`config.mk`:
```
export PLATFORM = sky130hd
export DESIGN_NAME = inst_fetch
export DESIGN_NICKNAME = d
export VERILOG_FILES = /design/src/rtl/inst_fetch_pkg.sv /design/src/rtl/inst_fetch_pc_next_sel.sv /design/src/rtl/inst_fetch.sv
export SDC_FILE = /design/constraint.sdc
export NUM_CORES = 1
export LEC_CHECK = 0
export CAP_MARGIN = 20
export CORE_MARGIN = 2
export CORE_UTILIZATION = 31
export CTS_BUF_LIST = sky130_fd_sc_hd__clkbuf_16
export CTS_CLUSTER_DIAMETER = 50
export DETAILED_ROUTE_END_ITERATION = 6
export PLACE_DENSITY = 0.74
export SLEW_MARGIN = 10
export SYNTH_ARGS = -nofsm -noshare
export SYNTH_HDL_FRONTEND = slang
export SYNTH_SLANG_ARGS = --single-unit
```
`constraint.sdc`:
```
create_clock -name clk -period 5.85 [get_ports clk]
set_input_delay 1.17 -clock clk [delete_from_list [all_inputs] [get_ports clk]]
set_output_delay 1.17 -clock clk [all_outputs]
set_load 0.01 [all_outputs]
```
`src/rtl/inst_fetch_pkg.sv`:
```
// ============================================================================
// Module      : inst_fetch_pkg
// Description : Shared definitions for the instruction-fetch stage: address
//               and data widths, chip-enable levels, zero word and the fetch
//               state encodings.
// Revision    : 1.0 - initial release
// ============================================================================
`default_nettype none

package inst_fetch_pkg;

    // Instruction address and data widths
    localparam int INST_ADDR_W = 32;
    localparam int INST_DATA_W = 32;

    // ROM chip-enable levels
    localparam logic CHIP_ENABLE  = 1'b1;
    localparam logic CHIP_DISABLE = 1'b0;

    // Word driven onto the instruction bus when nothing real is fetched
    localparam logic [INST_DATA_W-1:0] ZERO_WORD = '0;

    // Fetch sequencer states
    typedef enum logic [1:0] {
        FETCH_IDLE = 2'd0,
        FETCH_RUN  = 2'd1,
        FETCH_HOLD = 2'd2
    } fetch_state_e;

endpackage : inst_fetch_pkg

`default_nettype wire

```
`src/rtl/inst_fetch_pc_next_sel.sv`:
```
// ============================================================================
// Module      : pc_next_sel
// Description : Combinational next-PC priority mux for the fetch stage.
//               Priority: flush > stall (hold) > branch > pending > sequential.
//               A live branch beats a pending redirect on the consuming edge.
// Revision    : 1.0 - initial release
// ============================================================================
`default_nettype none

module pc_next_sel
    import inst_fetch_pkg::*;
#(
    parameter int unsigned PC_STEP = 4
) (
    input  logic [INST_ADDR_W-1:0] i_pc,
    input  logic                   i_flush,
    input  logic [INST_ADDR_W-1:0] i_new_pc,
    input  logic                   i_stall,
    input  logic                   i_pend_valid,
    input  logic [INST_ADDR_W-1:0] i_pend_target,
    input  logic                   i_branch_flag,
    input  logic [INST_ADDR_W-1:0] i_branch_target,
    output logic [INST_ADDR_W-1:0] o_next_pc
);

    localparam logic [INST_ADDR_W-1:0] c_pc_step = INST_ADDR_W'(PC_STEP);

    // Sequential increment wraps modulo 2^32; carry out is discarded
    logic [INST_ADDR_W-1:0] w_seq_pc;
    assign w_seq_pc = i_pc + c_pc_step;

    // Priority select of the next fetch address
    always_comb begin
        o_next_pc = w_seq_pc;
        if (i_flush) begin
            o_next_pc = i_new_pc;
        end else if (i_stall) begin
            o_next_pc = i_pc;
        end else if (i_branch_flag) begin
            o_next_pc = i_branch_target;
        end else if (i_pend_valid) begin
            o_next_pc = i_pend_target;
        end
    end

endmodule : pc_next_sel

`default_nettype wire

```
`src/rtl/inst_fetch.sv`:
```
// ============================================================================
// Module      : inst_fetch
// Description : Instruction-fetch initiator. Owns the PC, drives the ROM
//               chip enable and byte address, forwards the fetched word and
//               PC to IF/ID, and holds a redirect that arrives during a stall
//               until the stall releases.
//               Optional feature macro: FETCH_ALIGN_CHK_EN (misaligned-fetch
//               detection on exc_adel).
// Revision    : 1.0 - initial release
// ============================================================================
`default_nettype none

module inst_fetch
    import inst_fetch_pkg::*;
#(
    parameter logic [31:0] RESET_PC = 32'h0000_0000,
    parameter int unsigned PC_STEP  = 4
) (
    input  logic                   clk,
    input  logic                   rst,
    input  logic                   stall,
    input  logic                   flush,
    input  logic [INST_ADDR_W-1:0] new_pc,
    input  logic                   branch_flag,
    input  logic [INST_ADDR_W-1:0] branch_target,
    output logic                   rom_ce,
    output logic [INST_ADDR_W-1:0] rom_addr,
    input  logic [INST_DATA_W-1:0] rom_inst,
    output logic [INST_ADDR_W-1:0] pc,
    output logic [INST_DATA_W-1:0] inst,
    output logic                   valid,
    output logic                   exc_adel
);

    fetch_state_e           r_state;
    fetch_state_e           w_state_next;
    logic [INST_ADDR_W-1:0] r_pc;
    logic [INST_ADDR_W-1:0] w_pc_next;
    logic                   r_pend_valid;
    logic [INST_ADDR_W-1:0] r_pend_target;
    logic                   w_active;
    logic                   w_misaligned;

    // Fetching is live in every state except the post-reset idle cycle
    assign w_active = (r_state != FETCH_IDLE);

    pc_next_sel #(
        .PC_STEP (PC_STEP)
    ) u_pc_next_sel (
        .i_pc            (r_pc),
        .i_flush         (flush),
        .i_new_pc        (new_pc),
        .i_stall         (stall),
        .i_pend_valid    (r_pend_valid),
        .i_pend_target   (r_pend_target),
        .i_branch_flag   (branch_flag),
        .i_branch_target (branch_target),
        .o_next_pc       (w_pc_next)
    );

    // State register
    always_ff @(posedge clk or posedge rst) begin
        if (rst) begin
            r_state <= FETCH_IDLE;
        end else begin
            r_state <= w_state_next;
        end
    end

    // Next-state logic: stall selects HOLD from any state, otherwise RUN
    always_comb begin
        w_state_next = r_state;
        case (r_state)
            FETCH_IDLE: w_state_next = stall ? FETCH_HOLD : FETCH_RUN;
            FETCH_RUN:  w_state_next = stall ? FETCH_HOLD : FETCH_RUN;
            FETCH_HOLD: w_state_next = stall ? FETCH_HOLD : FETCH_RUN;
            default:    w_state_next = FETCH_IDLE;
        endcase
    end

    // PC register: frozen at RESET_PC through the idle cycle, then follows the mux
    always_ff @(posedge clk or posedge rst) begin
        if (rst) begin
            r_pc <= RESET_PC;
        end else if (w_active) begin
            r_pc <= w_pc_next;
        end
    end

    // Pending redirect: captured during a stall, dropped on flush or once consumed
    always_ff @(posedge clk or posedge rst) begin
        if (rst) begin
            r_pend_valid  <= 1'b0;
            r_pend_target <= '0;
        end else if (w_active) begin
            if (flush) begin
                r_pend_valid <= 1'b0;
            end else if (stall) begin
                if (branch_flag) begin
                    r_pend_valid  <= 1'b1;
                    r_pend_target <= branch_target;
                end
            end else begin
                r_pend_valid <= 1'b0;
            end
        end
    end

`ifdef FETCH_ALIGN_CHK_EN
    // A live fetch from a non-word-aligned PC raises an address-error flag
    assign w_misaligned = w_active && (r_pc[1:0] != 2'b00);
`else
    // Low PC bits go to the ROM unchecked
    assign w_misaligned = 1'b0;
`endif

    // Output drive: ROM interface, fetched word and qualifiers
    always_comb begin
        rom_ce   = w_active ? CHIP_ENABLE : CHIP_DISABLE;
        rom_addr = r_pc;
        pc       = r_pc;
        inst     = ZERO_WORD;
        if (w_active && !w_misaligned) begin
            inst = rom_inst;
        end
        valid    = w_active && !flush;
        exc_adel = w_misaligned;
    end

endmodule : inst_fetch

`default_nettype wire

```
==> results.md, run 1 <==
* Syn Std Cell Area at 0.00441 mm2
* CP cell instances: clkdlybuf4s50_1 > nor2_1 > clkdlybuf4s50_1
* Slowest-stage cell, CP: clkdlybuf4s50_1
* Maximum clock path buffer count at 2
* Nets@finish at 756
* Status: completed
* CTS HTree Levels at 3
* Max VDD drop at 138 uV
* Starting DRT DRC Count at 455
* IO Port Bufs at 198
* Top post-synthesis cells by area: dfrtp_1 (38%), mux2_2 (7.9%), buf_4 (5.6%), and2_1 (4.8%), nand2_1 (3.2%)
* Startpoint types: input pin
* Final min period at 3.82 ns
* Most common cell in the netlist: dfrtp_1
* Via Count at 4549
* Post-synth top flop: dfrtp_1
* Leak Pwr at 2.51 nW
* CTS tree: built
* CP Class: input pin to output port
* P&R area growth vs syn at 49.7%
* Mapped Nets at 603
* Slew margin rel. at 38.4%
* Final setup vio count at 0
* Die height at 123 um
* Reg clk slew, reported paths at 0.05 ns
* Syn Inst Count at 501
* First-pass DRT Iterations at 5
* Post-DP HPWL at 11400 um
* Initial antenna violation count at 0
* Synth cell count leaders: dfrtp_1 (67), nand2_1 (38), and2_1 (34)
* RSZ-0062 raised after global routing: no
* Post-CTS setup buffer count at 0
* Max-cap violations at 0
* GRT Overall Usage at 20.4%
* Layout Cells excl Fill at 839
* Vias in the first global route at 4369
* Synthesis Warnings at 0
* Sequential-to-total area share from yosys stat at 38.0%
* Clk_skew at 0.00512 ns
* Synth unique cells at 51
* First-pass GRT wire length at 23800 um
* CP Data Required Time at 4.68 ns
* Antenna-violating nets left at 0
* # IOs at 200
* Drt via density at 5.42
* Hold_buf cts at 0
* Pins Over Slew Limit at 0
* Worst-Margin Slew at 0.924 ns
* Avg Inst Size Synth at 8.81 um2
* Clock root buffer: clkbuf_16
* FMAX at 261 MHz
* Crit path largest cell delay at 0.71 ns
* Data arrival, critical path at 2.65 ns
* CP most frequent cell: clkdlybuf4s50_1
* PostCTS Resize Cnt at 0
* Yosys reg bits at 67
* Async SR Flop Fraction at 100%
* Placement Rows at 43
* Grt total ovfl at 0
* Starting density of the core at 31.8%
* Hold Fails Final Rpt at 0
* Largest net degree at the start of global routing at 46
* Core ar. at 0.0139 mm2
* Final RePlAce weighted congestion at 0.923
* Power Density at 275 mW/mm2
* WL final at 15500 um
* Sinks on Clock Net at 67
* Critical Path Sink Type: output port
* # DRC at 0
* Share of cells above drive strength 1 at 10.8%
* EDFF count, synth at 0
* Cell taking the most area after synthesis: dfrtp_1
* Final Cycle Share at 65.4%
* N_diodes at 0
* Yosys top cell area share at 38.0%
* Drt wl/cell at 18.5 um
* Worst hold path type: flip-flop to flip-flop
* Die width at 123 um
* Max Fanout on Critical Path at 13
* Reg2reg setup slack at 3.04 ns
* Setup TNS at 0 ns
* Worst skew pair latency at 0.34 ns
* DP Cell Count at 823
* Die ar. at 0.0152 mm2
* Num CTS Buffers at 9
cell usage in the layout, fill, tap and decap left out, types with 11 or more instances in the layout:
cell type / count
nand3_1: 24
clkdlybuf4s50_1: 198
dfrtp_1: 67
o21ai_0: 28
nor3_1: 12
nor2_1: 31
buf_4: 11
a21oi_1: 19
mux2_2: 31
a221oi_1: 11
and2_1: 34
nand2_1: 38
sequential cells by signal, summed over array words and instances, names as in the netlist:
register and cells:
r_state 2, r_pend_target 32, r_pend_valid 1, pc 32
report_power, final:
group | internal (mW) | switching [mW]
registers | 0.561 | 0.126
logic | 0.367 | 0.262
clock network | 0.285 | 0.217
routing by layer:
metal / routed length [um] / up-vias / global-route usage, % / share of wire, %
met5: 0 / - / 0 / 0
met1: 6780 / 2226 / 27.6 / 44
met2: 7330 / 201 / 31.9 / 47
li1: - / 2103 / - / -
met4: 265 / 0 / 6.39 / 1.7
met3: 1130 / 19 / 5.30 / 7.3
stage by stage:
step | power [mW] | hold slack (ns) | cell area [um2] | setup WS, ns | util (%)
floorplan | 1.01 | 0.430 | 4410 | 2.85 | -
global placement | 1.31 | 0.449 | 6340 | 2.00 | 45.6
detailed placement | 1.32 | 0.471 | 6340 | 2.05 | 45.6
CTS | 1.83 | 0.478 | 6610 | 2.05 | 47.6
global route | 1.92 | 0.515 | 6610 | 1.97 | 47.6
finish | 1.82 | 0.483 | 6610 | 2.03 | 47.6
critical path, delay by kind of cell:
family,cells,cell delay [ns]
buffers and inverters,2,1.27
and+or+nand+nor,1,0.21
cell families after synthesis:
kind of cell / Yosys count / synth area share (%)
xor gates and xnor gates: 9 / 1.79
DFF: 67 / 38.0
other: 1 / 0.0850
buffers and inverters: 77 / 9.36
muxes: 37 / 9.27
adders and majority gates: 1 / 0.283
and+or+nand+nor: 190 / 22.7
AOI/OAI and AO/OA: 119 / 18.5
path summary, 6_finish.rpt:
kind / start / depth (start not counted) / endpoint
max in group asynchronous: rst / 3 / pc[23]
worst min register to register: r_state[1] / 1 / r_state[0]
worst max register to register: r_state[0] / 6 / pc[31]
min in group asynchronous: rst / 2 / r_pend_target[3]
worst min-delay path: r_state[1] / 1 / r_state[0]
worst max-delay path: flush / 3 / valid
cell type report:
class / count / area [um2]
fillers: 1331 / 7280
multi-input cells: 357 / 2330
repair buffers: 209 / 2060
flip-flops and latches: 67 / 1680
clock buffers: 9 / 225
well taps: 180 / 225
clock inverters: 7 / 43.8
inverters: 10 / 37.5
No activity file was read; power rests on OpenSTA's default activity.
==> run 2: changes to the inputs <==
==> constraint.sdc (replaced) <==
create_clock -name clk -period 3.73 [get_ports clk]
set_input_delay 0.746 -clock clk [delete_from_list [all_inputs] [get_ports clk]]
set_output_delay 0.746 -clock clk [all_outputs]
set_load 0.01 [all_outputs]
==> run 2 against run 1 <==
- clock-buffer cell count did not move
- global-route usage is 0.14 points higher
- cell area grew 0.61%
- die area did not move
- critical endpoint unchanged
- largest cell class unchanged
==> results.md, run 2 (same netlist as run 1, synthesis figures left out) <==
* Power, Total at 2.83 mW (+55%)
* Starting DRT DRC Count at 394 (-13%)
* Final setup vio count at 0 (unchanged)
* Slowest-stage cell, CP: clkdlybuf4s50_1
* Post-CTS setup buffer count at 0 (unchanged)
* Max-cap violations at 0 (unchanged)
* Reg clk slew, reported paths at 0.05 ns (about the same)
* Setup TNS at 0 ns (unchanged)
* Clk_skew at 0.00518 ns (+0.0000589 ns)
* Drt via density at 5.48 (+1.1%)
* Critical Path Sink Type: output port
* Final Cycle Share at 76.4%
* Critical Path Sink: valid
* Share of cells above drive strength 1 at 11.3% (+0.50 points)
* Starting density of the core at 31.8% (unchanged)
* Grt total ovfl at 0 (unchanged)
* Reg2reg setup slack at 1.12 ns (-1.92 ns)
* Worst skew pair latency at 0.33 ns (about the same)
* WL final at 15500 um (+0.16%)
* IO Port Bufs at 198 (unchanged)
* Die ar. at 0.0152 mm2 (unchanged)
* Max Fanout on Critical Path at 11 (-2)
* Setup slack after layout at 0.882 ns (-1.14 ns)
* Worst-case reg-to-reg path depth at 6 (unchanged)
* Place WS at 0.794 ns (-1.26 ns)
* # DRC at 0 (unchanged)
* Pins Over Slew Limit at 0 (unchanged)
* PostCTS Resize Cnt at 0 (unchanged)
* Max VDD drop at 235 uV (+70%)
* Worst-Margin Slew at 0.791 ns (-0.132 ns)
* Num CTS Buffers at 9 (unchanged)
* Commonest cells after routing, fill and taps aside: clkdlybuf4s50_1 (198), dfrtp_1 (67), nand2_1 (38)
* Antenna-violating nets left at 0 (unchanged)
* Core ar. at 0.0139 mm2 (unchanged)
* Die height at 123 um (unchanged)
* Maximum clock path buffer count at 2 (unchanged)
* Layout Cells excl Fill at 846 (+0.83%)
* Drt wl/cell at 18.4 um (-0.67%)
* CP cell instances: clkdlybuf4s50_1 > buf_4 > nor2_1 > clkdlybuf4s50_1
* CTS tree: built
* Final core occ at 47.9% (+0.29 points)
* Data arrival, critical path at 2.10 ns (-0.55 ns)
* Hold Fails Final Rpt at 0 (unchanged)
* Post-DP HPWL at 11500 um (+1.5%)
* P&R area growth vs syn at 50.6%
* Final min period at 2.85 ns
* CP Class: input pin to output port
* CP most frequent cell: clkdlybuf4s50_1
* FMAX at 351 MHz
* Startpoint types: input pin
* Via Count at 4638 (+2.0%)
* Hold slack at 0.485 ns (+0.00162 ns)
* Leak Pwr at 2.54 nW (+0.92%)
* Status: completed
* Worst hold path type: flip-flop to flip-flop
* First-pass GRT wire length at 24000 um (+0.78%)
* Worst path bufs/invs at 3 (+1)
* R2R Path Start: pc[2]
* Hold_buf cts at 0 (unchanged)
* RSZ-0062 raised after global routing: no
* GRT Overall Usage at 20.5% (+0.14 points)
* Commonest non-fill, non-tap cell in the layout: clkdlybuf4s50_1
* First-pass DRT Iterations at 5 (unchanged)
* Clock root buffer: clkbuf_16
* Placement Rows at 43 (unchanged)
* DP Cell Count at 829 (+0.73%)
* # IOs at 200 (unchanged)
* Final RePlAce weighted congestion at 0.963 (+4.4%)
* Slew margin rel. at 46.8% (+8.4 points)
* CP top delay family: buffers and inverters
* Crit path largest cell delay at 0.55 ns (-0.16 ns)
* Die width at 123 um (unchanged)
* Vias in the first global route at 4524 (+3.5%)
* Nets@finish at 762 (+0.79%)
* WP depth at 4 (+1)
* Sinks on Clock Net at 67 (unchanged)
* Power Density at 425 mW/mm2 (+54%)
* Setup crit start: flush
* Largest net degree at the start of global routing at 43 (-6.5%)
* Design area at 0.00665 mm2 (+0.61%)
* Reg2Reg Capture Point: pc[20]
* CTS HTree Levels at 3 (unchanged)
* CP Data Required Time at 2.98 ns (-1.70 ns)
* Initial antenna violation count at 1 (+1)
* Placed cell area at 0.00638 mm2 (+0.71%)
-- run 2: changes by cell type in the layout (fill, tap and decap cells not counted) --
cell        previous run  this run
clkinv_2               3         2
buf_4                 11        17
diode_2                0         1
inv_6                  1         0
clkinvlp_4             1         2
clkinv_4               1         0
clkinv_1               1         2
inv_1                  9        10
-- run 2: power by group --
part           switching, mW  total (mW)  internal [mW]  leakage [nW]
combinational          0.413       0.994          0.581          1.62
sequential             0.204        1.08          0.881         0.792
clock                  0.308       0.747          0.439         0.127
-- run 2: area by class of cell --
| type | count | area [um2] |
|---|---|---|
| fillers | 1320 | 7240 |
| multi-input cells | 357 | 2330 |
| repair buffers | 215 | 2110 |
| flip-flops and latches | 67 | 1680 |
| clock buffers | 9 | 225 |
| well taps | 180 | 225 |
| inverters | 10 | 37.5 |
| clock inverters | 7 | 36.3 |
| diodes | 1 | 2.50 |
-- run 2: how the worst min path moves through the flow --
stage | from | end | slack (ns) | depth (start not counted)
CTS | r_state[1] | r_state[0] | 0.48 | 1
global placement | r_state[1] | r_state[0] | 0.45 | 1
floorplan | r_state[1] | r_state[0] | 0.43 | 1
global route | r_state[1] | r_state[0] | 0.51 | 1
finish | r_state[1] | r_state[0] | 0.48 | 1
detailed placement | r_state[1] | r_state[0] | 0.48 | 1
-- run 2: per-layer routing --
layer	track usage (%)	vias up	part of all wire [%]	wire, um
met3	4.80	30	8.5	1320
met2	32.8	249	47	7340
met5	0	-	0	0
met4	7.46	0	2.0	318
met1	27.2	2234	42	6550
li1	-	2125	-	-
